--- src/rtl/line_mem.sv ---
// line_mem: line-read / byte-enable word-write backing memory with clear sweep
// Ports: clk, reset (async, active low); cs, clr; req_valid/req_ready/req_rw/
// req_addr/req_wdata/req_be request channel; rsp_valid/rsp_ready/rsp_data held
// response channel (lowest address in the MSB word); busy = FSM not in IDLE.
module line_mem #(
   parameter int DATA_W         = 32,
   parameter int ADDR_W         = 6,
   parameter int LINE_WORDS     = 4,
   parameter int RD_LAT         = 2,
   parameter int CLEAR_ON_RESET = 1
) (
   input  logic                         clk,
   input  logic                         reset,
   input  logic                         cs,
   input  logic                         clr,
   input  logic                         req_valid,
   output logic                         req_ready,
   input  logic                         req_rw,
   input  logic [ADDR_W-1:0]            req_addr,
   input  logic [DATA_W-1:0]            req_wdata,
   input  logic [DATA_W/8-1:0]          req_be,
   output logic                         rsp_valid,
   input  logic                         rsp_ready,
   output logic [LINE_WORDS*DATA_W-1:0] rsp_data,
   output logic                         busy
);
   localparam int DEPTH = 2**ADDR_W;
   localparam int CW    = (RD_LAT > 1) ? $clog2(RD_LAT) : 1;
   typedef enum logic [2:0] {INIT, IDLE, RD_WAIT, RESP, CLEAR} state_t;
   state_t state, state_nx;
   logic [DATA_W-1:0] mem [DEPTH];
   logic [CW-1:0] cnt;
   logic [ADDR_W-1:0] idx, base;
   logic [LINE_WORDS*DATA_W-1:0] line;
   logic acc, clr_go, rd_done;
   assign req_ready = cs & (state == IDLE) & ~clr;
   assign acc       = req_valid & req_ready;
   assign clr_go    = cs & clr & (state == IDLE);
   assign rd_done   = (state == RD_WAIT) && (cnt == '0);
   assign busy      = (state != IDLE);
   // base is line aligned, so OR-ing the word offset never carries across lines
   for (genvar w = 0; w < LINE_WORDS; w++) begin : g_line
      assign line[(LINE_WORDS-1-w)*DATA_W +: DATA_W] = mem[base | ADDR_W'(w)];
   end
   always_comb begin
      state_nx = (state == INIT)    ? ((CLEAR_ON_RESET != 0) ? CLEAR : IDLE)
               : (state == IDLE)    ? (clr_go ? CLEAR : (acc && !req_rw) ? RD_WAIT : IDLE)
               : (state == RD_WAIT) ? ((cnt == '0) ? RESP : RD_WAIT)
               : (state == RESP)    ? (rsp_ready ? IDLE : RESP)
               : (state == CLEAR)   ? ((idx == '1) ? IDLE : CLEAR)
               : INIT;
   end
   always_ff @(posedge clk or negedge reset) begin
      if (!reset) state <= INIT;
      else        state <= state_nx;
   end
   always_ff @(posedge clk or negedge reset) begin
      if (!reset) begin
         cnt       <= '0;
         idx       <= '0;
         base      <= '0;
         rsp_valid <= 1'b0;
         rsp_data  <= '0;
      end else begin
         if (acc && !req_rw && !clr_go) begin
            base <= req_addr & ~ADDR_W'(LINE_WORDS-1);
            cnt  <= CW'(RD_LAT-1);
         end else if (state == RD_WAIT) begin
            cnt <= cnt - 1'b1;
         end
         // idx wraps to 0 after the last word, ready for the next sweep
         if (state == CLEAR) idx <= idx + 1'b1;
         if (rd_done) begin
            rsp_data  <= line;
            rsp_valid <= 1'b1;
         end else if (state == RESP && rsp_ready) begin
            rsp_valid <= 1'b0;
         end
      end
   end
   // array has no reset; only the sweep zeroes it
   always_ff @(posedge clk) begin
      if (state == CLEAR) mem[idx] <= '0;
      else if (acc && req_rw)
         for (int b = 0; b < DATA_W/8; b++)
            if (req_be[b]) mem[req_addr][8*b +: 8] <= req_wdata[8*b +: 8];
   end
endmodule

--- config.mk ---
export PLATFORM = sky130hd
export DESIGN_NAME = line_mem
export DESIGN_NICKNAME = d
export VERILOG_FILES = /design/src/rtl/line_mem.sv
export SDC_FILE = /design/constraint.sdc
export NUM_CORES = 2
export LEC_CHECK = 0
export BUFFER_PORTS_ARGS = -buffer_cell sky130_fd_sc_hd__buf_2
export CORE_ASPECT_RATIO = 2
export CORE_MARGIN = 3
export CORE_UTILIZATION = 55
export DETAILED_ROUTE_END_ITERATION = 8
export HOLD_SLACK_MARGIN = 0.03
export PLACE_DENSITY = 0.71
export SYNTH_ARGS = -nofsm -noshare
export SYNTH_HDL_FRONTEND = slang
export SYNTH_SLANG_ARGS = --single-unit
--- constraint.sdc ---
create_clock -name clk -period 7.9 [get_ports clk]
set_input_delay 0.79 -clock clk [delete_from_list [all_inputs] [get_ports clk]]
set_output_delay 0.79 -clock clk [all_outputs]
set_load 0.05 [all_outputs]
### After elaboration in Yosys (flattened, before gate mapping)

Memories as Yosys holds them, arrays and structs flattened. A register that Yosys moved wholly into a read port is not among the register bits.
Index checks and enable logic that the tools add are counted.

* bits in registers: 15
* word-level logic and storage cells: 71
* memories: 1
* input bits: 49
* memory bits (writable): 2048
* output and inout port bits: 131

Memories
* mem: words 64, bits a word 32, read ports 4, clocked after Yosys merged registers in 4, write ports 1, RTL line 31 `logic [DATA_W-1:0] mem [DEPTH];`

* reduce and logical (&&, ||, !) cells: 15
* add/sub/neg operators: 2
* equality and inequality tests: 6
* bitwise operators: 7
* multiplexer cells: 35

Operator list (number)
* $mux W32: 1
* $reduce_or A32 Y1: 1
* $mux W1: 23
* $mux W3: 7
* $add A6 B1 Y6 const B: 1
* $eq A3 B2 Y1 const B: 2
* $eq A6 B6 Y1 const B: 1
* $logic_not A1 Y1: 6
* $mux W6: 1
* $and A1 B1 Y1: 5
* $logic_and A1 B1 Y1: 5
* $mux W2: 2
* $mux W4: 1
* $reduce_bool A2 Y1: 2
* $eq A3 B1 Y1 const B: 1
* $eq A3 B3 Y1 const B: 1
* $logic_not A3 Y1: 1
* $ne A3 B1 Y1 const B: 1
* $not A1 Y1: 2
* $sub A1 B1 Y1 const B: 1

### Depth between registers and ports, before layout

* word-level depth: 10
* mapped depth: 8
* depth with buffers taken out: 5

### Worst setup path before layout

No wires, ideal clock.

* kind: input port to flip-flop
* start point: input port req_be[0]
* end point: memory mem[14][16], enable pin
* stages: 7
* required time: 7.505 ns
* slack: 4.377 ns
* setup time: 0.395 ns
* buffers on the path: 3
* arrival: 3.128 ns
* cell sequence: or4_1 buf_2 nand3_2 buf_6 mux2_2 buf_2 nor4_1

* word-level cells in the longest chain between the ends: 6
* elaborated cells between the ends (all ways): 7
* those cells by class: mux (6); reduce/logical (1)

Ends and longest elaborated chain
* start: declaration: RTL line 21 `input logic [DATA_W/8-1:0] req_be,`
* $mux W1 (*): RTL line 86 `if (req_be[b]) mem[req_addr][8*b +: 8] <= req_wdata[8*b +: 8];`
* $mux W1 (*): RTL line 84 `else if (acc && req_rw)`
* $mux W1 (*): RTL line 83 `if (state == CLEAR) mem[idx] <= '0;`
* $mux W1 (not written as such) (*): RTL line 86
* $reduce_or A32 Y1 (no line) (*)
* $mux W6 (no line) or $mux W4 (tied branches)
* end: declaration: RTL line 31

Mark *: on every way between the ends. The rest lies on a longest branch, timed or not.

### Final worst setup path

* start point: register state[0]
* end point: memory mem[37][2], enable pin

* word-level cells in the longest chain between the ends: 10
* elaborated cells between the ends (all ways): 23
* those cells by class: eq/ne (2); mux (16); bitwise (3); reduce/logical (2)

Ends and longest elaborated chain
* start: declaration: RTL line 30 `state_t state, state_nx;`
* start signal: assignment: RTL line 55 `else state <= state_nx;`
* $eq A3 B1 Y1: RTL line 36 `assign req_ready = cs & (state == IDLE) & ~clr;`
* $and A1 B1 Y1 (2 in series): RTL line 36
* $and A1 B1 Y1: RTL line 37 `assign acc = req_valid & req_ready;`
* $logic_and A1 B1 Y1: RTL line 84
* $mux W1: RTL line 84
* $mux W1: RTL line 83
* $mux W1 (not written as such): RTL line 86
* $reduce_or A32 Y1 (no line)
* $mux W6 (no line) or $mux W4 (tied branches)

Parallel ways exist; a longest one is shown, timed or not.

==> impl_metrics.prom <==
# TYPE chip_impl_metric gauge
chip_impl_metric{name="dr.pass1.iters",unit=""} 6
chip_impl_metric{name="hold_viol_final",unit=""} 0
chip_impl_metric{name="first_global_vias",unit=""} 43400
chip_impl_metric{name="tightestPinTransition",unit="ns"} 1.32
chip_impl_metric{name="syn-cell-area",unit="mm²"} 0.0845
chip_impl_metric{name="synthesis.instances",unit=""} 3841
chip_impl_info{name="min-delay-path-class",value="in -> reg"} 1
chip_impl_metric{name="number_of_buffers_added_by_the_clock_tree_synthesis_step",unit=""} 179
chip_impl_info{name="worstSetupEndpointType",value="flip-flop"} 1
chip_impl_metric{name="route.vias.total",unit=""} 41900
chip_impl_metric{name="globalRouteOverflowTotal",unit=""} 0
chip_impl_metric{name="layout_worst_path_cycle_share",unit="%"} 64.8
chip_impl_metric{name="timing.fmax",unit="MHz"} 195
chip_impl_metric{name="ys.warnings.count",unit=""} 0
chip_impl_metric{name="htreeDepth",unit=""} 4
chip_impl_metric{name="synth-edff-count",unit=""} 2048
chip_impl_metric{name="syn-mean-instance-area",unit="µm²"} 22.0
chip_impl_metric{name="timing.critical_path.arrival",unit="ns"} 5.51
chip_impl_metric{name="final_layout_size_suffix_gt1_share",unit="%"} 30.7
chip_impl_metric{name="i_o_pin_cnt",unit=""} 180
chip_impl_info{name="synth.area.top_cells",value="edfxtp_1 (73%), mux4_2 (14%), dfrtp_1 (4.2%), mux2_2 (1.4%), a221o_1 (1.2%)"} 1
chip_impl_info{name="cell_chosen_for_the_clock_root",value="clkbuf_16"} 1
chip_impl_metric{name="ir_worst_vdd",unit="mV"} 0.189
chip_impl_metric{name="nets",unit=""} 4121
chip_impl_metric{name="share_of_the_synthesized_area_in_the_top_cell_type",unit="%"} 72.8
chip_impl_metric{name="grt_antenna_before_repair",unit=""} 13
chip_impl_metric{name="detailedRoute.firstIterationViolations",unit=""} 5258
chip_impl_metric{name="die-height",unit="µm"} 560
chip_impl_metric{name="combPwrFrac",unit="%"} 10.3
chip_impl_metric{name="post_synth_num_cell_types",unit=""} 63
chip_impl_metric{name="floorplan.die_area",unit="mm²"} 0.159
chip_impl_metric{name="final.min_clock_period",unit="ns"} 5.12
chip_impl_info{name="ys_dominant_reg_cell",value="edfxtp_1"} 1
chip_impl_metric{name="coreArea",unit="mm²"} 0.152
chip_impl_info{name="timing.critical_path.from_type",value="flip-flop"} 1
chip_impl_metric{name="cts_sinks",unit=""} 2191
chip_impl_metric{name="ys_seq_area_share",unit="%"} 77.0
chip_impl_metric{name="pwr-share-clk",unit="%"} 35.8
chip_impl_metric{name="critical-path-max-stage-delay",unit="ns"} 1.29
chip_impl_metric{name="die_width",unit="µm"} 283
chip_impl_metric{name="dpl.cell_count",unit=""} 5929
chip_impl_metric{name="grt_use_total",unit="%"} 29.1
chip_impl_metric{name="ys_seq_elements",unit=""} 2191
chip_impl_metric{name="clk-insertion-delay-late",unit="ns"} 0.82
chip_impl_metric{name="setup_viol",unit=""} 0
chip_impl_metric{name="wl_per_cell",unit="µm"} 36.8
chip_impl_metric{name="net-switching-power",unit="W"} 0.00631
chip_impl_metric{name="layout-area-overhead-vs-synth",unit="%"} 11.2
chip_impl_metric{name="power_leakage",unit="nW"} 28.4
chip_impl_metric{name="maxSlewViolCount",unit=""} 0
chip_impl_metric{name="finalWirelength",unit="mm"} 230
chip_impl_metric{name="grt_pass1_wl",unit="mm"} 326
chip_impl_metric{name="clock_tree.buffer_depth",unit=""} 4
chip_impl_info{name="synthDominantAreaCellType",value="edfxtp_1"} 1
chip_impl_info{name="rsz0062_at_grt",value="false"} 1
chip_impl_metric{name="post-route-drc-count",unit=""} 0
chip_impl_metric{name="tns",unit="ns"} 0
chip_impl_info{name="synth_common_cells",value="edfxtp_1 (2048), mux4_2 (512), nor3_1 (198), dfrtp_1 (143), clkbuf_1 (110)"} 1
chip_impl_metric{name="data_required_time_at_the_worst_endpoint",unit="ns"} 8.29
chip_impl_metric{name="synth.net_count",unit=""} 3891
chip_impl_metric{name="p_int",unit="W"} 0.0190
chip_impl_metric{name="detail_route.vias_per_cell",unit=""} 6.70
chip_impl_metric{name="worst-path-max-fanout",unit=""} 20
chip_impl_metric{name="gp_routability_congestion",unit=""} 0.864
chip_impl_metric{name="remaining_antenna_violation_count_after_routing",unit=""} 0
chip_impl_info{name="tritoncts_clock_tree",value="yes"} 1
chip_impl_info{name="post-synth-top-count-cell",value="edfxtp_1"} 1
chip_impl_info{name="outcome",value="finished clean"} 1
chip_impl_info{name="timing_worst_setup_path_type",value="reg -> reg"} 1
chip_impl_info{name="worst_path_max_delay_cell",value="nor3_1"} 1
chip_impl_metric{name="initial_core_util",unit="%"} 55.5
chip_impl_metric{name="power_switching_share",unit="%"} 24.9
chip_impl_metric{name="fp-row-count",unit=""} 202
chip_impl_metric{name="placement.io_buffers",unit=""} 179
chip_impl_metric{name="number_of_standard_cells_in_the_final_layout_excluding_fillers",unit=""} 6254
chip_impl_metric{name="drv.max_cap_violation_count",unit=""} 0
chip_impl_metric{name="grt_start_max_net_pins",unit=""} 140
chip_impl_metric{name="pwr_density_cell",unit="mW/mm²"} 269
chip_impl_metric{name="cts.reportedPaths.clkPinSlew",unit="ns"} 0.07
chip_impl_metric{name="fin_skew",unit="ns"} 0.0463
chip_impl_metric{name="sequentialPowerShare",unit="%"} 54.0
chip_impl_metric{name="post_cts.repair.setup_buffers",unit=""} 0
chip_impl_metric{name="synth-async-reset-ratio",unit="%"} 6.53
chip_impl_metric{name="dpl.hpwl",unit="mm"} 144
chip_impl_metric{name="worst_slew_margin_rel",unit="%"} 11.1
chip_impl_info{name="crit_path_cell_trace",value="nor3b_2, inv_2, o31ai_2, nand3_1, nor3_1"} 1
==> layout make-up <==
cell class                 count  area [µm²]
clock inverter                92        1040
tap                         2040        2550
timing repair buffer         305        1920
clock buffer                 226        4820
inverter                       6        22.5
sequential                  2191       65100
multi-input combinational   1388       18500
antenna                        6        15.0
fill                       10400       58100
==> worst max-delay path: cells and delay by family (launching register included) <==
family / cells / cell delay [ns]
simple gates: 3 / 2.97
compound gates: 1 / 0.71
flops: 1 / 0.53
buf+inv: 1 / 0.47
==> placed cells by master (no fill, tap or decap), types with 7 or more instances in the layout <==
master and instances:
clkinv_1 22, mux2_2 107, nor3_1 198, clkbuf_16 183, a22o_1 100, bufinv_16 21, o21ai_0 7, mux2i_1 58
a221o_1 102, nor4_1 23, dfrtp_1 139, nor2b_1 8, edfxtp_1 2048, a21oi_1 7, clkbuf_8 9, nor4_2 24
nor2_1 45, clkinvlp_4 10, clkinv_2 24, and2_2 31, clkbuf_1 35, nand2_1 45, nand3_1 8, mux4_2 512
o221ai_1 27, buf_4 120, buf_2 178
==> flip-flops by register name (all words and copies together) (netlist names) <==
register   flops
state          3
rsp_valid      1
idx            6
base           4
mem         2048
cnt            1
rsp_data     128
==> cells by family (layout without fill, tap and decap cells) <==
logic type	after synthesis	in the layout	share of synthesized area, %
compound gates	278	278	3.00
fa+ha+maj	1	1	0.0148
flops	2191	2191	77.0
mux	683	683	15.8
xor+xnor	5	5	0.0518
buf+inv	262	629	1.43
other cells	0	6	0
simple gates	421	421	2.67
==> power groups by stage <==
stage	Combinational (W)	Sequential, W	Clock (W)
floorplan	0.00136	0.0137	0
global placement	0.00252	0.0139	0
detailed placement	0.00257	0.0139	0
CTS	0.00258	0.0137	0.00914
global route	0.00266	0.0137	0.00956
finish	0.00261	0.0137	0.00906
==> layer usage <==
metal / routed length, µm / GRT usage [%] / vias up / part of all wire [%]
li1: - / - / 16800 / -
met5: 24 / 0 / - / 0.010
met2: 121000 / 51.4 / 2507 / 53
met1: 73400 / 34.0 / 22000 / 32
met3: 19000 / 4.31 / 614 / 8.3
met4: 16400 / 17.2 / 4 / 7.1
==> path summary, 6_finish.rpt <==
| check | startpoint | endpoint | slack [ns] | depth (start not counted) |
|---|---|---|---|---|
| worst min-delay path | rsp_ready | state[1] | 0.29 | 4 |
| min in group asynchronous | reset | rsp_data[109] | 0.57 | 2 |
| worst min register to register | rsp_data[81] | rsp_data[81] | 0.48 | 2 |
| worst max-delay path | state[0] | mem[37][2] | 2.78 | 5 |
| max in group asynchronous | reset | base[4] | 5.75 | 3 |
| worst max register to register | state[0] | mem[37][2] | 2.78 | 5 |
==> repair_timing <==
item | 4_1_cts | 5_1_grt
endpoints found under the hold margin | 7 | 0
gates resized for setup | 0 | 0
hold buffers | 1 | 0
==> stage by stage <==
| step | setup slack [ns] | power [W] | cell area [µm²] | utilization [%] | hold WS [ns] |
|---|---|---|---|---|---|
| CTS | 2.95 | 0.0254 | 94000 | 61.8 | 0.244 |
| floorplan | 4.38 | 0.0151 | 84500 | - | 0.494 |
| finish | 2.78 | 0.0253 | 94000 | 61.8 | 0.291 |
| global placement | 3.02 | 0.0164 | 88100 | 57.9 | 0.479 |
| global route | 2.60 | 0.0259 | 94000 | 61.8 | 0.275 |
| detailed placement | 2.78 | 0.0165 | 88100 | 57.9 | 0.474 |
Note: power is estimated with default switching activity, not from simulation.
